<file path="config.mk">
export PLATFORM = sky130hd
export DESIGN_NAME = bbox_crop_scaler
export DESIGN_NICKNAME = d
export VERILOG_FILES = /design/src/rtl/bbox_pkg.sv /design/src/rtl/bbox_span_div.sv /design/src/rtl/bbox_crop_scaler.sv
export SDC_FILE = /design/constraint.sdc
export NUM_CORES = 1
export LEC_CHECK = 0
export ABC_AREA = 1
export CORE_MARGIN = 2
export CORE_UTILIZATION = 25
export CTS_CLUSTER_SIZE = 30
export DETAILED_ROUTE_END_ITERATION = 7
export PLACE_DENSITY = 0.36
export SYNTH_ARGS = -nofsm -noshare
export SYNTH_HDL_FRONTEND = slang
export SYNTH_HIERARCHICAL = 1
export SYNTH_SLANG_ARGS = --single-unit
</file>
<file path="constraint.sdc">
create_clock -name CLOCK_50 -period 12.85 [get_ports CLOCK_50]
set_input_delay 3.2125 -clock CLOCK_50 [delete_from_list [all_inputs] [get_ports CLOCK_50]]
set_output_delay 3.2125 -clock CLOCK_50 [all_outputs]
set_load 0.02 [all_outputs]
</file>
<file path="src/rtl/bbox_pkg.sv">
`default_nettype none
// ============================================================================
// Module   : bbox_pkg
// Purpose  : Shared types and constants for the bounding-box crop/scale path:
//            the box descriptor, the crop FSM state encoding, the default
//            image/patch geometry and a helper that unpacks the 32-bit box.
// Revision : 1.0  initial release
// ============================================================================
package bbox_pkg;

  localparam int c_IMG_W   = 100;
  localparam int c_IMG_H   = 100;
  localparam int c_OUT_DIM = 28;

  typedef struct packed {
    logic [7:0] x_min;
    logic [7:0] x_max;
    logic [7:0] y_min;
    logic [7:0] y_max;
  } box_t;

  typedef enum logic [2:0] {
    ST_IDLE = 3'd0,
    ST_DIV  = 3'd1,
    ST_ADDR = 3'd2,
    ST_READ = 3'd3,
    ST_OUT  = 3'd4,
    ST_DONE = 3'd5
  } state_t;

  // Box word layout: xMin[31:24], xMax[23:16], yMin[15:8], yMax[7:0]
  function automatic box_t unpack_box(input logic [31:0] raw);
    box_t b;
    b.x_min = raw[31:24];
    b.x_max = raw[23:16];
    b.y_min = raw[15:8];
    b.y_max = raw[7:0];
    return b;
  endfunction

endpackage
`default_nettype wire

</file>
<file path="src/rtl/bbox_span_div.sv">
`default_nettype none
// ============================================================================
// Module   : bbox_span_div
// Purpose  : Serial restoring 8-bit unsigned divider. One quotient bit per
//            cycle; results are valid on the cycle done pulses (9 cycles
//            after the accepted start). start is ignored while dividing.
// Ports    : CLOCK_50, reset_n (sync, active-low)
//            start      in   begin a division of dividend by divisor
//            dividend   in   8-bit numerator
//            divisor    in   8-bit denominator (non-zero)
//            done       out  one-cycle pulse, quotient/remainder valid
//            quotient   out  8-bit quotient
//            remainder  out  8-bit remainder
// Revision : 1.0  initial release
// ============================================================================
module bbox_span_div
  import bbox_pkg::*;
(
  input  logic       CLOCK_50,
  input  logic       reset_n,
  input  logic       start,
  input  logic [7:0] dividend,
  input  logic [7:0] divisor,
  output logic       done,
  output logic [7:0] quotient,
  output logic [7:0] remainder
);

  logic       r_busy;
  logic       r_done;
  logic [3:0] r_cnt;
  logic [7:0] r_quo;
  logic [7:0] r_rem;

  logic [8:0] w_shift;
  logic       w_fits;
  logic [7:0] w_diff;

  // Partial remainder shifted left with the next dividend bit brought in.
  assign w_shift = {r_rem, r_quo[7]};
  assign w_fits  = (w_shift >= {1'b0, divisor});
  // When the divisor fits the true difference is below the divisor, so the
  // low byte of the wrapped subtraction is exact.
  assign w_diff  = w_shift[7:0] - divisor;

  always_ff @(posedge CLOCK_50) begin
    if (!reset_n) begin
      r_busy <= 1'b0;
      r_done <= 1'b0;
      r_cnt  <= 4'd0;
      r_quo  <= 8'd0;
      r_rem  <= 8'd0;
    end else begin
      r_done <= 1'b0;
      if (r_busy) begin
        r_rem <= w_fits ? w_diff : w_shift[7:0];
        r_quo <= {r_quo[6:0], w_fits};
        r_cnt <= r_cnt + 4'd1;
        if (r_cnt == 4'd7) begin
          r_busy <= 1'b0;
          r_done <= 1'b1;
        end
      end else if (start) begin
        r_busy <= 1'b1;
        r_cnt  <= 4'd0;
        r_quo  <= dividend;
        r_rem  <= 8'd0;
      end
    end
  end

  assign done      = r_done;
  assign quotient  = r_quo;
  assign remainder = r_rem;

endmodule
`default_nettype wire

</file>
<file path="src/rtl/bbox_crop_scaler.sv">
`default_nettype none
// ============================================================================
// Module   : bbox_crop_scaler
// Purpose  : Crops the detected bounding box from the pixel RAM and rescales
//            it by nearest-neighbour sampling to an OUT_DIM x OUT_DIM patch,
//            streamed in raster order over valid/ready.
// Ports    : CLOCK_50, reset_n (sync, active-low)
//            start, box_in        box request (xMin,xMax,yMin,yMax)
//            busy, done, err      status
//            mem_addr, mem_rd     pixel RAM read request
//            mem_rddata           RAM data, one cycle after mem_rd
//            out_valid/out_ready  patch stream handshake
//            out_data, out_last   sampled pixel, final-pixel marker
// Revision : 1.0  initial release
// ============================================================================
module bbox_crop_scaler
  import bbox_pkg::*;
#(
  parameter int IMG_W   = c_IMG_W,
  parameter int IMG_H   = c_IMG_H,
  parameter int OUT_DIM = c_OUT_DIM,
  parameter int PIX_W   = 8,
  parameter int ADDR_W  = 15
) (
  input  logic              CLOCK_50,
  input  logic              reset_n,
  input  logic              start,
  input  logic [31:0]       box_in,
  output logic              busy,
  output logic              done,
  output logic              err,
  output logic [ADDR_W-1:0] mem_addr,
  output logic              mem_rd,
  input  logic [PIX_W-1:0]  mem_rddata,
  output logic              out_valid,
  input  logic              out_ready,
  output logic [PIX_W-1:0]  out_data,
  output logic              out_last
);

  localparam logic [7:0] c_DIM  = 8'(OUT_DIM);
  localparam logic [7:0] c_LAST = 8'(OUT_DIM - 1);

  state_t r_state, w_next_state;

  box_t             w_box_in;
  logic             w_in_invalid;
  logic [7:0]       w_span_w_in, w_span_h_in;

  logic             r_err;
  logic             r_div_y;       // 0: x span division running, 1: y span
  logic [7:0]       r_x_min, r_y_min, r_span_h;
  logic [7:0]       r_qx, r_rx, r_qy, r_ry;
  logic [7:0]       r_offx, r_remx, r_offy, r_remy;
  logic [7:0]       r_col, r_row;
  logic [PIX_W-1:0] r_out_data;

  logic             w_div_start, w_div_done;
  logic [7:0]       w_div_dividend, w_div_quo, w_div_rem;

  logic [7:0]       w_sumx, w_sumy;
  logic             w_wrapx, w_wrapy;
  logic             w_last;
  logic [ADDR_W-1:0] w_src_x, w_src_y, w_addr;

  // ---------------------------------------------------------------- input box
  assign w_box_in     = unpack_box(box_in);
  assign w_in_invalid = (w_box_in.x_min > w_box_in.x_max) ||
                        (w_box_in.y_min > w_box_in.y_max) ||
                        (32'(w_box_in.x_max) >= IMG_W)    ||
                        (32'(w_box_in.y_max) >= IMG_H);
  assign w_span_w_in  = w_box_in.x_max - w_box_in.x_min + 8'd1;
  assign w_span_h_in  = w_box_in.y_max - w_box_in.y_min + 8'd1;

  // ------------------------------------------------------------------ divider
  // The x division is kicked off on the accepting start cycle straight from
  // box_in; the y division starts on the cycle the x result appears.
  bbox_span_div u_div (
    .CLOCK_50  (CLOCK_50),
    .reset_n   (reset_n),
    .start     (w_div_start),
    .dividend  (w_div_dividend),
    .divisor   (c_DIM),
    .done      (w_div_done),
    .quotient  (w_div_quo),
    .remainder (w_div_rem)
  );

  // --------------------------------------------------------------- DDA steps
  // offset tracks floor(k*span/OUT_DIM), remainder tracks k*span mod OUT_DIM.
  assign w_sumx  = r_remx + r_rx;
  assign w_wrapx = (w_sumx >= c_DIM);
  assign w_sumy  = r_remy + r_ry;
  assign w_wrapy = (w_sumy >= c_DIM);
  assign w_last  = (r_col == c_LAST) && (r_row == c_LAST);

  assign w_src_x = ADDR_W'(r_x_min) + ADDR_W'(r_offx);
  assign w_src_y = ADDR_W'(r_y_min) + ADDR_W'(r_offy);
  assign w_addr  = w_src_y * ADDR_W'(IMG_W) + w_src_x;

  // -------------------------------------------------------------- FSM state
  always_ff @(posedge CLOCK_50) begin
    if (!reset_n) r_state <= ST_IDLE;
    else          r_state <= w_next_state;
  end

  always_comb begin
    w_next_state   = r_state;
    w_div_start    = 1'b0;
    w_div_dividend = r_span_h;
    case (r_state)
      ST_IDLE: begin
        if (start) begin
          w_next_state   = ST_DIV;
          w_div_start    = 1'b1;
          w_div_dividend = w_span_w_in;
        end
      end
      ST_DIV: begin
        if (w_div_done) begin
          if (!r_div_y) w_div_start  = 1'b1;
          else          w_next_state = r_err ? ST_OUT : ST_ADDR;
        end
      end
      ST_ADDR: w_next_state = ST_READ;
      ST_READ: w_next_state = ST_OUT;
      ST_OUT: begin
        if (out_ready) begin
          if (w_last)     w_next_state = ST_DONE;
          else if (r_err) w_next_state = ST_OUT;
          else            w_next_state = ST_ADDR;
        end
      end
      ST_DONE: w_next_state = ST_IDLE;
      default: w_next_state = ST_IDLE;
    endcase
  end

  // ---------------------------------------------------------------- datapath
  always_ff @(posedge CLOCK_50) begin
    if (!reset_n) begin
      r_err      <= 1'b0;
      r_div_y    <= 1'b0;
      r_x_min    <= 8'd0;
      r_y_min    <= 8'd0;
      r_span_h   <= 8'd0;
      r_qx       <= 8'd0;
      r_rx       <= 8'd0;
      r_qy       <= 8'd0;
      r_ry       <= 8'd0;
      r_offx     <= 8'd0;
      r_remx     <= 8'd0;
      r_offy     <= 8'd0;
      r_remy     <= 8'd0;
      r_col      <= 8'd0;
      r_row      <= 8'd0;
      r_out_data <= '0;
    end else begin
      case (r_state)
        ST_IDLE: begin
          if (start) begin
            r_err      <= w_in_invalid;
            r_div_y    <= 1'b0;
            r_x_min    <= w_box_in.x_min;
            r_y_min    <= w_box_in.y_min;
            r_span_h   <= w_span_h_in;
            r_offx     <= 8'd0;
            r_remx     <= 8'd0;
            r_offy     <= 8'd0;
            r_remy     <= 8'd0;
            r_col      <= 8'd0;
            r_row      <= 8'd0;
            r_out_data <= '0;
          end
        end
        ST_DIV: begin
          if (w_div_done) begin
            if (!r_div_y) begin
              r_qx    <= w_div_quo;
              r_rx    <= w_div_rem;
              r_div_y <= 1'b1;
            end else begin
              r_qy <= w_div_quo;
              r_ry <= w_div_rem;
            end
          end
        end
        ST_READ: r_out_data <= mem_rddata;
        ST_OUT: begin
          if (out_ready) begin
            if (r_col == c_LAST) begin
              // Row end: column DDA restarts, row DDA steps once.
              r_col  <= 8'd0;
              r_offx <= 8'd0;
              r_remx <= 8'd0;
              r_row  <= r_row + 8'd1;
              r_offy <= r_offy + r_qy + {7'd0, w_wrapy};
              r_remy <= w_wrapy ? (w_sumy - c_DIM) : w_sumy;
            end else begin
              r_col  <= r_col + 8'd1;
              r_offx <= r_offx + r_qx + {7'd0, w_wrapx};
              r_remx <= w_wrapx ? (w_sumx - c_DIM) : w_sumx;
            end
          end
        end
        default: ;
      endcase
    end
  end

  // ----------------------------------------------------------------- outputs
  assign busy      = (r_state != ST_IDLE);
  assign done      = (r_state == ST_DONE);
  assign err       = r_err;
  assign mem_rd    = (r_state == ST_ADDR);
  assign mem_addr  = (r_state == ST_ADDR) ? w_addr : '0;
  assign out_valid = (r_state == ST_OUT);
  assign out_data  = r_out_data;
  assign out_last  = (r_state == ST_OUT) && w_last;

endmodule
`default_nettype wire

</file>
Yosys cells after proc, flatten, opt, wreduce, memory -nomap -nowiden
Cells that the tools add are included.
{"block": "op_classes", "mux": 50, "n_reduce_logical": 20, "div_mod_pow": 0, "magnitude_cmp": 7, "n_eq_ne": 13, "multipliers": 1, "bitwise_logic": 1, "n_addsub": 19, "shifts": 0}
{"op": "2-to-1 mux 8 bit", "count": 22}
{"op": "case mux 8 bit (2 select lines)", "count": 7}
{"op": "adder 8 x 1 -> 8 bit, second input constant", "count": 4}
{"op": "adder 8 bit", "count": 4}
{"op": "subtractor 8 x 5 -> 8 bit, second input constant", "count": 3}
{"op": "adder 8 x 8 -> 9 bit", "count": 2}
{"op": "2-to-1 mux 3 bit", "count": 6}
{"op": "adder 8 x 1 -> 8 bit", "count": 2}
{"op": "== test 8 x 5 -> 1 bit, second input constant", "count": 2}
{"op": ">= comparator 8 x 5 -> 1 bit, second input constant", "count": 2}
{"op": ">= comparator 8 x 7 -> 1 bit, second input constant", "count": 2}
{"op": "greater-than comparator 8 bit", "count": 2}
{"op": "subtractor 8 bit", "count": 2}
{"op": "adder 15 x 9 -> 15 bit", "count": 1}
{"op": "2-to-1 mux 15 bit", "count": 1}
{"op": "case mux 3 bit (5 select lines)", "count": 1}
{"op": "multiplier 9 x 5 -> 13 bit, second input constant", "count": 1}
{"op": "AND reduction 3 bit", "count": 4}
{"op": ">= comparator 9 x 5 -> 1 bit, second input constant", "count": 1}
{"op": "2-to-1 mux 1 bit", "count": 9}
{"op": "2-to-1 mux 4 bit", "count": 2}
{"op": "AND reduction 4 bit", "count": 2}
{"op": "nonzero test 2 bit", "count": 4}
{"op": "== test 3 x 2 -> 1 bit, second input constant", "count": 2}
{"op": "13 further kinds", "count": 23}
{"block": "word_totals", "register_bits": 139, "input_bits": 44, "romBits": 0, "n_memories": 0, "latchBits": 0, "ramBits": 0}

Longest topological paths before layout
{"block": "depth", "word_depth": 6, "depth_mapped": 27}

Hierarchy
Netlist, hierarchy kept.
{"module": "bbox_crop_scaler", "area_per_inst_um2": 9031.2, "cells_per_inst": 1296, "n_inst": 1, "seq_area_each_um2": 2342.2}
{"module": "bbox_span_div", "area_per_inst_um2": 1482.7, "cells_per_inst": 222, "n_inst": 1, "seq_area_each_um2": 440.4}

Least setup slack after synthesis
No wires, ideal clock.
{"block": "synth_path", "kind": "reg-to-output", "from": "register r_y_min[0]", "to": "output port mem_addr[12]", "t_required_ns": 9.637, "slack_ns": 5.149, "t_arrival_ns": 4.488, "n_path_buf": 0, "stages_incl_launch_ff": 21, "cell_sequence": "dfxtp_1 > ha_1 > fa_1 > xor2_1 > ha_1 > ha_1 > ha_1 > fa_1 > inv_1 > fa_1 > inv_1 > ha_1 > nand2_1 > inv_1 > nand2_1 > nand2_1 > a21oi_1 > o21ai_0 > nand4_1 > nand2_1 > a21oi_1"}
{"block": "synth_between", "elab_chain_cells": 4}
{"item": "start, declared", "line_no": "bbox_crop_scaler.sv:52", "text": "logic [7:0] r_x_min, r_y_min, r_span_h;"}
{"item": "start signal, assigned", "line_no": "bbox_crop_scaler.sv:165", "text": "r_y_min <= w_box_in.y_min;"}
{"item": "adder 8 x 8 -> 9 bit", "line_no": "bbox_crop_scaler.sv:98", "text": "assign w_src_y = ADDR_W'(r_y_min) + ADDR_W'(r_offy);"}
{"item": "multiplier 9 x 5 -> 13 bit", "line_no": "bbox_crop_scaler.sv:99", "text": "assign w_addr = w_src_y * ADDR_W'(IMG_W) + w_src_x;"}
{"item": "adder 15 x 9 -> 15 bit", "line_no": "bbox_crop_scaler.sv:99"}
{"item": "2-to-1 mux 15 bit", "line_no": "bbox_crop_scaler.sv:216", "text": "assign mem_addr = (r_state == ST_ADDR) ? w_addr : '0;"}
{"item": "end, declared", "line_no": "bbox_crop_scaler.sv:32", "text": "output logic [ADDR_W-1:0] mem_addr,"}
No other way between the ends.

Final worst setup path
{"block": "layout_path", "from": "register r_y_min[0]", "to": "output port mem_addr[14]"}
The elaborated chain is that of the path after synthesis.

==> results <==
- The worst setup path is launched from a flip-flop.
- The via count of the first global-routing pass is 9,078.
- The via density per instance is 4.39.
- Entering global routing, the biggest net connects 64 pins.
- The critical path required time is 9.64 ns.
- The post-synthesis async set-or-reset flop share is 0%.
- The largest area contributor in the synthesized netlist is sky130_fd_sc_hd__dfxtp_1.
- In this run the most critical hold path is launched from r_x_min[1].
- The fraction of synthesized cell area in xor and xnor cells is 2.92%.
- The initial antenna violation count was 0.
- The HPWL after detailed placement is 23.8 mm.
- For the pin with the worst max-slew slack, the measured transition is 0.848 ns.
- The prevailing post-synth register cell is sky130_fd_sc_hd__dfxtp_1.
- CTS built an H-tree with a depth of 4.
- From bottom edge to top edge, the die measures 209 µm.
- The final route contains 9,382 vias.
- The proportion of synthesized area in mux cells is 0%.
- In this run the standard cell core region covers 0.0418 mm².
- The final hold violation count came to 0.
- The total congestion overflow is 0.
- Setup repair after global routing left no endpoint under its margin.
- Yosys printed 6 warnings.
- Once detail routing completed, the nets flagged for antenna violations numbered 0.
- Measured against its own limit, the worst slew margin works out to 43.4%.
- The number of antenna cells inserted is 0.
- The wire length of the first global-routing pass is 49.3 mm.
- The floorplan die area is 0.0437 mm².
- The commonest cells after synthesis are sky130_fd_sc_hd__nand2_1 (330), sky130_fd_sc_hd__inv_1 (226), sky130_fd_sc_hd__nor2_1 (144).
- The cell area after synthesis is 0.0105 mm².
- The flop-to-flop setup slack is 8.91 ns.
- The number of max-slew violations in the final report came to 0.
- The die is 209 µm wide.
- The clock passes through at most 2 buffers.
- The start point of the critical path is r_y_min[0].
- STA classifies the critical path endpoint as an output port.
- At the end of the flow, the number of nets in the layout was 1,780.
- In this run the power density over the cells is 127 mW/mm².
- The signal arrival time at the worst endpoint is 5.62 ns.
- After synthesis, the largest area contributor takes up 26.5% of total cell area.
- The total of cells resized after clock tree synthesis is 0.
- For this run, the total global-route usage over all layers was measured as 14.3%.
- In the post-synthesis netlist, the biggest area contributors are sky130_fd_sc_hd__dfxtp_1 (26%), sky130_fd_sc_hd__ha_1 (15%), sky130_fd_sc_hd__nand2_1 (12%).
- By instance count, the leading cell after synthesis is sky130_fd_sc_hd__nand2_1.
- The number of hold buffers added after CTS is 0.
- Synthesis inferred 139 register bits.
- The CTS sink count is 139.
- After clock tree synthesis, the clock-pin slew on the worst setup and hold paths is 0.06 ns.
- Along the worst path, the maximum fanout reaches 4.
- The synthesized netlist devotes 28.3% of its cell area to simple gates.
- The run finished with clean final reports.
- The area added between synthesis and finish is 18.3%.
- TritonCTS built the clock tree.
- The reg-to-reg critical path startpoint is r_rx[0].
- Static timing analysis puts the maximum clock frequency at 113 MHz.
- The setup-violating endpoint count in the final report is 0.
- The portion of the post-synthesis area used by sequential elements is 26.5%.
- Once the clock tree was built, the setup fixing pass inserted 0 buffers.
- The filler cells instantiated in the layout total 4,560.
- The total wire length is 30.5 mm.
- Counting flops with a built-in enable in the synthesized netlist gives 0.
- The worst clock skew on the final layout is 0.0100 ns.
- The tightest min-delay check is of the flip-flop to flip-flop type.
- By startpoint and endpoint, the worst setup path is classified as flip-flop to output port.
- The count of distinct cell types in the synthesized netlist is 49.
- The synthesized-area fraction occupied by ao, oa, aoi and oai cells is 13.0%.
- The share of the clock period used by the worst path after layout is 68.7%.
- During I/O placement, the number of pins put on the boundary was 73.
- The worst slack after detailed placement is 4.47 ns.
- In the post-route analysis, the smallest setup slack over all paths is 4.02 ns.
- The count of buffers from port buffering is 72.
- The starting density of the core is 25.2%.
- Cells with a size suffix above 1 make up 5.44% of the layout.
- For this design the static power due to leakage is 0.00598 µW.
- For this run, design rule violations remaining after detail routing come to 0.
- The root cell of the clock tree is sky130_fd_sc_hd__clkbuf_16.
- The initialized floorplan defines 75 standard-cell rows.
- The reported max-cap violation count is 0.
- The sequential cells in the finished layout cover a total of 0.00278 mm².
- The setup TNS is 0 ns.
- For this block, the initial DRC count from the detailed router was 369.
- The average footprint of a synthesized cell is 6.93 µm².
- The source-to-sink clock delay at the later pin of the worst-skew pair is 0.44 ns.
- Counting every instance in the synthesized netlist gives 1,518.
- The largest family of logic cells by synthesized area is simple AND/OR/NAND/NOR gates.
- The number of search-and-repair iterations in the first detailed-routing pass is 5.
- The routability congestion estimate from global placement is 0.779.
- In the final routed layout, each cell accounts on average for 14.3 µm.
- The share of synthesized cell area in full adder, half adder and majority cells is 19.2%.
- The post-layout minimum cycle time is 8.83 ns.
- The area taken by multi-input logic gates is 0.00670 mm².
- Clock tree synthesis inserted a total of 17 buffers.
- VDD sags by at most 0.0911 mV.
[layout by cell type (no fill, tap or decap), types with 6 or more instances in the layout]
master	count
sky130_fd_sc_hd__inv_1	225
sky130_fd_sc_hd__nand3b_1	13
sky130_fd_sc_hd__nor3_1	20
sky130_fd_sc_hd__clkdlybuf4s50_1	71
sky130_fd_sc_hd__clkbuf_16	17
sky130_fd_sc_hd__xor2_1	26
sky130_fd_sc_hd__buf_4	6
sky130_fd_sc_hd__ha_1	128
sky130_fd_sc_hd__nand2_2	6
sky130_fd_sc_hd__nand2_4	6
sky130_fd_sc_hd__dfxtp_1	139
sky130_fd_sc_hd__or2_2	8
sky130_fd_sc_hd__o21ai_0	77
sky130_fd_sc_hd__nand2_1	330
sky130_fd_sc_hd__nor2_1	144
sky130_fd_sc_hd__xnor2_1	9
sky130_fd_sc_hd__fa_1	21
sky130_fd_sc_hd__a21oi_1	140
sky130_fd_sc_hd__nand3_1	96
sky130_fd_sc_hd__inv_2	8
sky130_fd_sc_hd__conb_1	9
sky130_fd_sc_hd__nand4_1	24
[power by group]
part / switching [µW] / leakage [µW] / internal, µW
logic: 375 / 0.00456 / 193
clock network: 202 / 0.000295 / 320
registers: 30.3 / 0.00113 / 461
[worst max-delay path: stages, from the launching register on]
cell                              delay, ns
sky130_fd_sc_hd__dfxtp_1               0.31
sky130_fd_sc_hd__ha_1                  0.22
sky130_fd_sc_hd__fa_1                  0.40
sky130_fd_sc_hd__xor2_1                0.27
sky130_fd_sc_hd__ha_1                  0.28
sky130_fd_sc_hd__ha_1                  0.31
sky130_fd_sc_hd__ha_1                  0.32
sky130_fd_sc_hd__fa_1                  0.55
sky130_fd_sc_hd__inv_1                 0.05
sky130_fd_sc_hd__fa_1                  0.47
sky130_fd_sc_hd__inv_1                 0.04
sky130_fd_sc_hd__ha_1                  0.34
sky130_fd_sc_hd__nand2_1               0.11
sky130_fd_sc_hd__nor2_1                0.11
sky130_fd_sc_hd__a21oi_1               0.09
sky130_fd_sc_hd__o21ai_0               0.37
sky130_fd_sc_hd__nand4_1               0.17
sky130_fd_sc_hd__nor3_1                0.16
sky130_fd_sc_hd__nor2_1                0.07
sky130_fd_sc_hd__clkdlybuf4s50_1       0.54
[stage by stage]
step	total power (µW)	instance area [µm²]	cells	hold slack, ns	utilization (%)
after global routing	1710	12400	2139	0.495	29.8
final	1580	12400	2139	0.469	29.8
after global placement	1080	11800	2107	0.458	28.3
after detailed placement	1070	11800	2107	0.465	28.3
after CTS	1610	12400	2139	0.474	29.8
after floorplan	901	10500	1525	0.446	-
[area by class of cell]
type	count	share of cell area, %
clock buffer	21	3.78
clock inverter	11	1.14
inverter	236	7.28
multi-input combinational	1115	53.9
sequential	139	22.4
tap	539	5.42
timing repair buffer	78	6.12
[sequential cells by signal, summed over array words and instances (netlist names)]
signal	count
err	1
out_data	8
r_col	8
r_div_y	1
r_offx	8
r_offy	8
r_qx	8
r_qy	8
r_remx	8
r_remy	8
r_row	8
r_rx	8
r_ry	8
r_span_h	8
r_state	3
r_x_min	8
r_y_min	8
u_div/done	1
u_div/quotient	8
u_div/r_busy	1
u_div/r_cnt	4
u_div/remainder	8
[cell families after synthesis]
| kind of cell | after synthesis |
|---|---|
| other | 2 |
| adder cells (fa/ha/maj) | 149 |
| buffers and inverters | 271 |
| AO/OA/AOI/OAI | 255 |
| XOR/XNOR | 35 |
| flip-flops | 139 |
| AND/OR/NAND/NOR | 667 |
[worst paths after layout]
| check | to | depth (start not counted) |
|---|---|---|
| setup / recovery | mem_addr[14] | 19 |
| hold / removal | r_x_min[1] | 2 |
| setup reg to reg | r_offx[6] | 16 |
| hold reg to reg | r_x_min[1] | 2 |
[per-layer routing]
metal / share of wire (%) / track usage (%)
met2: 42 / 21.9
met1: 53 / 21.0
met4: 0.99 / 3.20
met3: 3.5 / 2.30
met5: 0 / 0
(Power assumes the default switching activity.)
